## src/rtl/seg_scan_decoder.sv

```systemverilog
// Receive-side monitor for a two-digit multiplexed 7-segment display.
// Synchronises COM/SEG, waits for a settled pattern and recovers the displayed hex digits.
module seg_scan_decoder #(
  parameter int unsigned SETTLE_CYCLES  = 4,
  parameter bit          SEG_ACTIVE_LOW = 1'b1
) (
  input  logic       clk_i,
  input  logic       rst_ni,
  input  logic [1:0] com_i,
  input  logic [6:0] seg_i,
  output logic [3:0] dig1_o,
  output logic [3:0] dig2_o,
  output logic       dig_valid_o,
  output logic       frame_stb_o,
  output logic [1:0] blank_o,
  output logic       seg_err_o,
  output logic       com_err_o
);

  localparam int unsigned CntW = (SETTLE_CYCLES < 1) ? 1 : $clog2(SETTLE_CYCLES + 1);
  localparam logic [CntW-1:0] CntMax = CntW'(SETTLE_CYCLES);
  localparam logic [CntW-1:0] CntOne = CntW'(1);

  typedef enum logic [1:0] {StIdle, StSettle, StHold} state_e;

  state_e          state_q;
  logic [CntW-1:0] cnt_q;

  logic [1:0] com_s1_q, com_s2_q;
  logic [6:0] seg_s1_q, seg_s2_q;
  logic [8:0] s_prev_q;

  logic [3:0] dig1_q, dig2_q;
  logic       dig_valid_q;
  logic       frame_stb_q;
  logic [1:0] blank_q;
  logic [1:0] fresh_q;
  logic       seg_err_q;
  logic       com_err_q;

  logic [6:0] seg_fix;
  logic [8:0] s_cur;
  logic       com_onehot;
  logic       changed;
  logic       glyph_hit;
  logic [3:0] glyph_val;
  logic       is_blank;
  logic [1:0] fresh_upd;

  always_comb begin
    seg_fix    = SEG_ACTIVE_LOW ? ~seg_s2_q : seg_s2_q;
    s_cur      = {com_s2_q, seg_fix};
    com_onehot = com_s2_q[0] ^ com_s2_q[1];
    changed    = (s_cur != s_prev_q);
    is_blank   = (seg_fix == 7'h00);
    // com_s2_q is one-hot whenever a capture happens, so it doubles as the digit mask.
    fresh_upd  = fresh_q | com_s2_q;
  end

  // Glyph table, active-high gfedcba.
  always_comb begin
    glyph_hit = 1'b1;
    glyph_val = 4'h0;
    case (seg_fix)
      7'h3F: glyph_val = 4'h0;
      7'h06: glyph_val = 4'h1;
      7'h5B: glyph_val = 4'h2;
      7'h4F: glyph_val = 4'h3;
      7'h66: glyph_val = 4'h4;
      7'h6D: glyph_val = 4'h5;
      7'h7D: glyph_val = 4'h6;
      7'h07: glyph_val = 4'h7;
      7'h7F: glyph_val = 4'h8;
      7'h6F: glyph_val = 4'h9;
      7'h77: glyph_val = 4'hA;
      7'h7C: glyph_val = 4'hB;
      7'h39: glyph_val = 4'hC;
      7'h5E: glyph_val = 4'hD;
      7'h79: glyph_val = 4'hE;
      7'h71: glyph_val = 4'hF;
      default: glyph_hit = 1'b0;
    endcase
  end

  always_ff @(posedge clk_i) begin
    if (!rst_ni) begin
      com_s1_q <= '0;
      com_s2_q <= '0;
      seg_s1_q <= '0;
      seg_s2_q <= '0;
      s_prev_q <= '0;
    end else begin
      com_s1_q <= com_i;
      com_s2_q <= com_s1_q;
      seg_s1_q <= seg_i;
      seg_s2_q <= seg_s1_q;
      s_prev_q <= s_cur;
    end
  end

  always_ff @(posedge clk_i) begin
    if (!rst_ni) begin
      state_q     <= StIdle;
      cnt_q       <= '0;
      dig1_q      <= '0;
      dig2_q      <= '0;
      dig_valid_q <= 1'b0;
      frame_stb_q <= 1'b0;
      blank_q     <= '0;
      fresh_q     <= '0;
      seg_err_q   <= 1'b0;
      com_err_q   <= 1'b0;
    end else begin
      frame_stb_q <= 1'b0;
      seg_err_q   <= 1'b0;
      // Fires only on the cycle COMs first reads 11, not while it persists.
      com_err_q   <= (com_s2_q == 2'b11) && (s_prev_q[8:7] != 2'b11);
      unique case (state_q)
        StIdle: begin
          if (com_onehot) begin
            state_q <= StSettle;
            cnt_q   <= CntOne;
          end
        end
        StSettle: begin
          if (!com_onehot) begin
            state_q <= StIdle;
          end else if (changed) begin
            cnt_q <= CntOne;
          end else if (cnt_q == CntMax) begin
            state_q <= StHold;
            if (glyph_hit || is_blank) begin
              if (glyph_hit) begin
                if (com_s2_q[0]) dig1_q <= glyph_val;
                else             dig2_q <= glyph_val;
                blank_q <= blank_q & ~com_s2_q;
              end else begin
                blank_q <= blank_q | com_s2_q;
              end
              if (fresh_upd == 2'b11) begin
                frame_stb_q <= 1'b1;
                dig_valid_q <= 1'b1;
                fresh_q     <= 2'b00;
              end else begin
                fresh_q <= fresh_upd;
              end
            end else begin
              seg_err_q <= 1'b1;
            end
          end else begin
            cnt_q <= cnt_q + CntOne;
          end
        end
        StHold: begin
          if (!com_onehot) begin
            state_q <= StIdle;
          end else if (changed) begin
            state_q <= StSettle;
            cnt_q   <= CntOne;
          end
        end
        default: state_q <= StIdle;
      endcase
    end
  end

  assign dig1_o      = dig1_q;
  assign dig2_o      = dig2_q;
  assign dig_valid_o = dig_valid_q;
  assign frame_stb_o = frame_stb_q;
  assign blank_o     = blank_q;
  assign seg_err_o   = seg_err_q;
  assign com_err_o   = com_err_q;

endmodule

```

## config.mk

```make
export PLATFORM = sky130hd
export DESIGN_NAME = seg_scan_decoder
export DESIGN_NICKNAME = d
export VERILOG_FILES = /design/src/rtl/seg_scan_decoder.sv
export SDC_FILE = /design/constraint.sdc
export NUM_CORES = 1
export LEC_CHECK = 0
export CORE_UTILIZATION = 55
export DETAILED_ROUTE_END_ITERATION = 10
export PLACE_DENSITY = 0.83
export SLEW_MARGIN = 20
export SYNTH_ARGS = -nofsm -noshare
export SYNTH_HDL_FRONTEND = slang
export SYNTH_SLANG_ARGS = --single-unit
```

## constraint.sdc

```tcl
create_clock -name clk_i -period 2.9 [get_ports clk_i]
set_input_delay 0.58 -clock clk_i [delete_from_list [all_inputs] [get_ports clk_i]]
set_output_delay 0.58 -clock clk_i [all_outputs]
set_load 0.05 [all_outputs]
```

==> flow_summary.ini, run 1 <==
[clock_network]
clock_sinks = 48
cts-root-buf = clkbuf_8
clkTransAtPathRegs_ns = 0.09
hold_buffers = 0
cts_buffers = 5
clk_latency_ns = 0.30
post-cts-setup-buffer-count = 0
cts.path.max_buffers = 2
h-tree-depth = 2
tritoncts = built
cts-resized-gates = 0

[floorplan]
pin_count = 25
initial_core_util_pct = 57.8
dieArea_mm2 = 0.00416
rows = 22
core_area_mm2 = 0.00372
die_h_um = 64.5
die_x_um = 64.5

[finish]
multi_input_area_mm2 = 0.00107
final_common_cell = dfxtp_1
final_cells = 296
finalNetCount = 261
syn_to_final_growth_pct = 16.8
most-common-layout-cells = dfxtp_1, clkdlybuf4s50_1, and2_1
drive_gt1_share_pct = 7.26
diodes = 0
nFillCells = 306
seqCellArea_um2 = 961

[detailed_routing]
drc = 0
drtIter0Drc = 55
vias_per_cell = 5.76
drt-total-wl_mm = 3.80
dr.pass1.iters = 4
ant_nets = 0
vias = 1705
post_drt_wl_per_cell_um = 12.8

[critical_path]
r2r-end = fresh_q[1]$_SDFFE_PN0P_
start_kind = register
worst-r2r-cell-count = 6
reg2reg_slack_ns = 0.36
crit_path_end_kind = register
crit_type = register to register
worst_r2r_startpoint = seg_s2_q[1]$_SDFF_PN0_
crit_arrival_ns = 2.74
cp_max_fo = 13
required_ns = 3.10

[yosys]
synth_top_area_cell = dfxtp_1
synth_area_mm2 = 0.00215
yosysWarnings = 0
synth_compound_area_share_pct = 13.3
async_reset_ff_share_pct = 0
synth_xor_area_share_pct = 4.07
synthAdderAreaFrac_pct = 1.75
synth_edf_count = 0
netlist_instances = 227
synth_top_area_share_pct = 44.7
synth_cell_types = 49
syn-num-nets = 241
syn_avg_cell_area_um2 = 9.47
ys_ff_latch = 48
yosys-top-cells-area = dfxtp_1, and2_1, mux2i_1
synth_top_flop_cell = dfxtp_1
synthMuxAreaShare_pct = 3.73
ys_seq_area_share_pct = 44.7
synth-simple-area-share_pct = 26.9
synth_top_family_by_area = simple AND/OR/NAND/NOR gates

[job]
cap_viol_max_count = 0

[sta]
setup_viol = 0
relSlewSlack_pct = 55.6
skew_ns = 0.00972
rsz0062_at_grt = false
fin_tns_setup_ns = 0
fmaxAchievable_ghz = 0.394
final-hold-violation-count = 0
slew_violations = 0
period_share_pct = 87.6
worst_pin_slew_ns = 0.661
fin_crit_ns = 2.54
setup_ws_ns = 0.360

[global_route]
antenna_found_initial = 0
grt_pass1_vias = 1517
grt_max_degree = 24
grt_pass1_wl_mm = 6.62
grt_usage_pct = 20.6
grt_overflow = 0

[power]
ir_drop_mv = 0.349
fin_total_pwr_w = 0.00128
p_sw_w = 0.000295
leakagePower_nw = 1.01
p_sw_share_pct = 23.0
cell_internal_pwr_w = 0.000989
cellPowerDensity_mw_per_mm2 = 511
combPwrFrac_pct = 7.5
seqPwrFrac_pct = 54.7
power_frac_clock_pct = 37.7

[outcome]
status = finished clean

[min_path]
hp-class = register to register
min_to = seg_s2_q[6]$_SDFF_PN0_
min-delay-start = seg_s1_q[6]$_SDFF_PN0_
hold_depth = 1

[placement]
place_ws_ns = 0.381
dp_hpwl_mm = 2.67
place_congestion = 0.877
port_buffers = 24
dp.cells = 288
-- power by group through the flow --
stage	registers [W]	clock network, W	logic [W]
final	0.000702	0.000484	0.0000965
after global routing	0.000706	0.000523	0.000108
after CTS	0.000702	0.000496	0.0000968
after detailed placement	0.000718	0	0.0000962
after global placement	0.000717	0	0.0000945
after floorplan	0.000705	0	0.0000792
-- Yosys cell counts, drive strengths merged, types with 4 or more instances --
| cell type | number |
|---|---|
| dfxtp | 48 |
| and2 | 22 |
| nand2 | 18 |
| buf | 11 |
| nor2 | 10 |
| mux2i | 8 |
| o21ai | 8 |
| nor2b | 7 |
| clkbuf | 6 |
| nor3 | 6 |
| xor2 | 6 |
| inv | 5 |
| nand3 | 5 |
| nor3b | 5 |
| a21oi | 4 |
| a31oi | 4 |
| nor4 | 4 |
| o211a | 4 |
| xnor2 | 4 |
-- metal layers --
layer | up-vias | share of wire [%] | global-route usage, %
met1 | 804 | 45 | 25.4
met5 | - | 0 | 0
met4 | 0 | 0.87 | 6.11
met3 | 4 | 6.0 | 5.63
li1 | 836 | - | -
met2 | 61 | 48 | 34.9
-- stage by stage --
stage	utilization (%)	instance area, um^2	hold WS, ns
6_report	67.6	2510	0.438
5_1_grt	67.6	2510	0.460
4_1_cts	67.6	2510	0.442
3_5_place_dp	64.4	2390	0.418
3_3_place_gp	64.4	2390	0.412
2_1_floorplan	-	2150	0.412
-- worst max-delay path: stages, from the launching register on --
cell      delay (ns)
dfxtp_1         0.59
nand2b_1        0.36
nor4_1          0.09
a31o_1          0.23
or4_1           0.68
o211a_1         0.27
o221a_1         0.22
-- flip-flops by register name (all words and copies together), names as in the netlist, named ones only --
signal	count
cnt_q	3
com_err_o	1
com_s1_q	2
com_s2_q	2
dig1_o	4
dig2_o	4
dig_valid_o	1
frame_stb_o	1
fresh_q	2
s_prev_q	9
seg_err_o	1
seg_s1_q	7
seg_s2_q	7
state_q	2
-- area by class of cell --
type / instances / share of cell area (%)
clock buffer: 5 / 2.74
clock inverter: 3 / 1.89
inverter: 5 / 0.747
multi-input combinational: 157 / 42.6
sequential: 48 / 38.3
tap: 48 / 2.39
timing repair buffer: 30 / 11.4
-- logic make-up (layout without fill, tap and decap cells) --
family                   Yosys count  after routing
AND/OR/NAND/NOR                   98             98
flip-flops                        48             48
AO/OA/AOI/OAI                     38             38
buffers and inverters             22             43
XOR/XNOR                          10             10
multiplexers                       8              8
adder cells (fa/ha/maj)            3              3
-- worst max-delay path by stage --
stage / start / endpoint / slack (ns) / depth (start not counted)
floorplan: seg_s2_q[3]$_SDFF_PN0_ / dig2_o[2]$_SDFFE_PN0P_ / 0.86 / 8
global placement: seg_s2_q[1]$_SDFF_PN0_ / dig2_o[1]$_SDFFE_PN0P_ / 0.45 / 6
detailed placement: seg_s2_q[1]$_SDFF_PN0_ / fresh_q[1]$_SDFFE_PN0P_ / 0.38 / 6
CTS: seg_s2_q[1]$_SDFF_PN0_ / dig2_o[2]$_SDFFE_PN0P_ / 0.37 / 6
global route: seg_s2_q[6]$_SDFF_PN0_ / dig2_o[0]$_SDFFE_PN0P_ / 0.21 / 6
finish: seg_s2_q[1]$_SDFF_PN0_ / fresh_q[1]$_SDFFE_PN0P_ / 0.36 / 6
Power figures use the tool's default switching activity.
==> run 2: changes to the inputs <==
MAX_ROUTING_LAYER = met4   (was unset)
==> run 2 against run 1 <==
Against the previous run: worst hold slack got worse by 0.0011 ns; via count fell by 2.0%; clock power rose by 2%; first-iteration DRC count rose by 22%; clock skew fell by 0.0032 ns; sequential share of layout area barely moved; combinational power fell by 0.6%; register-to-register slack barely moved; final cell count did not move; flip-flop and latch count did not move; critical path type unchanged; highest routed layer unchanged.
==> flow_summary.ini, run 2 (synthesis results as in run 1) <==
[clock_network]
clk_latency_ns = 0.31
hold_buffers = 0
clkTransAtPathRegs_ns = 0.09
cts_buffers = 5
h-tree-depth = 2
clock_sinks = 48
cts-root-buf = clkbuf_8
tritoncts = built
cts.path.max_buffers = 2
post-cts-setup-buffer-count = 0
cts-resized-gates = 0

[sta]
rsz0062_at_grt = false
final-hold-violation-count = 0
hold_ws_ns = 0.437
period_share_pct = 87.7
fin_crit_ns = 2.54
relSlewSlack_pct = 54.6
fmaxAchievable_ghz = 0.393
skew_ns = 0.00651
worst_pin_slew_ns = 0.675
slew_violations = 0
fin_tns_setup_ns = 0
setup_viol = 0

[critical_path]
cp_max_fo = 13
worst_r2r_startpoint = seg_s2_q[1]$_SDFF_PN0_
crit_arrival_ns = 2.75
crit_type = register to register
cpLargestDelayFamily = simple AND/OR/NAND/NOR gates
required_ns = 3.10
worstPathCellList = nand2b_1, nor4_1, a31o_1, or4_1, o211a_1, o221a_1
r2r-end = fresh_q[0]$_SDFFE_PN0P_
worst-r2r-cell-count = 6
crit_path_end_kind = register
worst-path-buf-inv = 0
critical-path-slowest-cell = or4_1
start_kind = register
worst_path_largest_cell_delay_ns = 0.68
reg2reg_slack_ns = 0.36

[placement]
place_congestion = 0.852
dp.cells = 288
postPlaceCellArea_mm2 = 0.00239
dp_hpwl_mm = 2.73
port_buffers = 24

[detailed_routing]
drc = 0
top_layer_used = met4
vias = 1671
wl_met2_mm = 1.87
post_drt_wl_per_cell_um = 13.2
ant_nets = 0
wl_met1_mm = 1.83
drt-total-wl_mm = 3.90
routed-wl-met3_um = 159
dr.pass1.iters = 4
vias_per_cell = 5.65
drtIter0Drc = 67

[finish]
nFillCells = 296
seqCellArea_um2 = 961
regMostFlops = s_prev_q
multi_input_area_mm2 = 0.00107
drive_gt1_share_pct = 7.26
syn_to_final_growth_pct = 16.8
final_cells = 296
most-common-layout-cells = dfxtp_1, clkdlybuf4s50_1, and2_1
final_area_mm2 = 0.00251
diodes = 0
final_common_cell = dfxtp_1
largest_reg_flops = 9
top_regs = s_prev_q x9, seg_s1_q x7, seg_s2_q x7
finalNetCount = 261

[min_path]
hold_depth = 1
min-delay-start = com_s1_q[0]$_SDFF_PN0_
hp-class = register to register
min_to = com_s2_q[0]$_SDFF_PN0_

[floorplan]
die_h_um = 64.5
pin_count = 25
rows = 22
core_area_mm2 = 0.00372
initial_core_util_pct = 57.8
die_x_um = 64.5
dieArea_mm2 = 0.00416

[global_route]
antenna_found_initial = 0
grt_pass1_wl_mm = 6.72
grt_pass1_vias = 1549
grt_max_degree = 24
grt_overflow = 0
grt_usage_pct = 21.5

[power]
cellPowerDensity_mw_per_mm2 = 515
fin_total_pwr_w = 0.00129
leakagePower_nw = 1.00
ir_drop_mv = 0.370

[outcome]
status = finished clean

[job]
cap_viol_max_count = 0
## run 2: cell type report
type,count,share of cell area [%]
flip-flops and latches,48,38.3
inverters,5,0.748
repair buffers,30,11.4
multi-input cells,157,42.6
clock inverters,3,1.84
clock buffers,5,2.74
well taps,48,2.39
## run 2: how the worst max path moves through the flow
stage,depth (start not counted),from,to,slack (ns)
6_report,6,seg_s2_q[1]$_SDFF_PN0_,fresh_q[0]$_SDFFE_PN0P_,0.36
5_1_grt,6,seg_s2_q[1]$_SDFF_PN0_,dig2_o[3]$_SDFFE_PN0P_,0.19
4_1_cts,6,seg_s2_q[1]$_SDFF_PN0_,fresh_q[0]$_SDFFE_PN0P_,0.34
3_5_place_dp,6,seg_s2_q[1]$_SDFF_PN0_,fresh_q[0]$_SDFFE_PN0P_,0.37
3_3_place_gp,6,seg_s2_q[1]$_SDFF_PN0_,dig2_o[0]$_SDFFE_PN0P_,0.46
2_1_floorplan,8,seg_s2_q[3]$_SDFF_PN0_,dig2_o[2]$_SDFFE_PN0P_,0.86
## run 2: layer usage
| metal | vias up | track usage, % |
|---|---|---|
| li1 | 837 | - |
| met1 | 784 | 25.1 |
| met2 | 45 | 35.9 |
| met3 | 5 | 5.81 |
| met4 | 0 | 6.67 |
| met5 | - | - |
## run 2: metrics by stage
step | worst slack [ns] | utilization (%)
2_1_floorplan | 0.862 | -
3_3_place_gp | 0.457 | 64.4
3_5_place_dp | 0.372 | 64.4
4_1_cts | 0.339 | 67.5
5_1_grt | 0.186 | 67.5
6_report | 0.356 | 67.5
## run 2: worst reg2reg max path: cells and delay by family, from the launching register on
family / cells / cell delay, ns
AO/OA/AOI/OAI: 3 / 0.72
AND/OR/NAND/NOR: 3 / 1.13
flip-flops: 1 / 0.60
## run 2: where the power goes
group / total, W / leakage, nW / switching [W] / internal [W]
registers: 0.000703 / 0.394 / 0.0000231 / 0.000679
logic: 0.0000959 / 0.557 / 0.0000464 / 0.0000496
clock network: 0.000494 / 0.0548 / 0.000234 / 0.000260
total: 0.00129 / 1.00 / 0.000304 / 0.000989
==> run 3: changes to the inputs <==
CTS_BUF_LIST = sky130_fd_sc_hd__clkbuf_8 sky130_fd_sc_hd__clkbuf_16   (was unset)
==> results of run 3 <==
No change in the layout: final DEF, timing and power equal those of run 2.
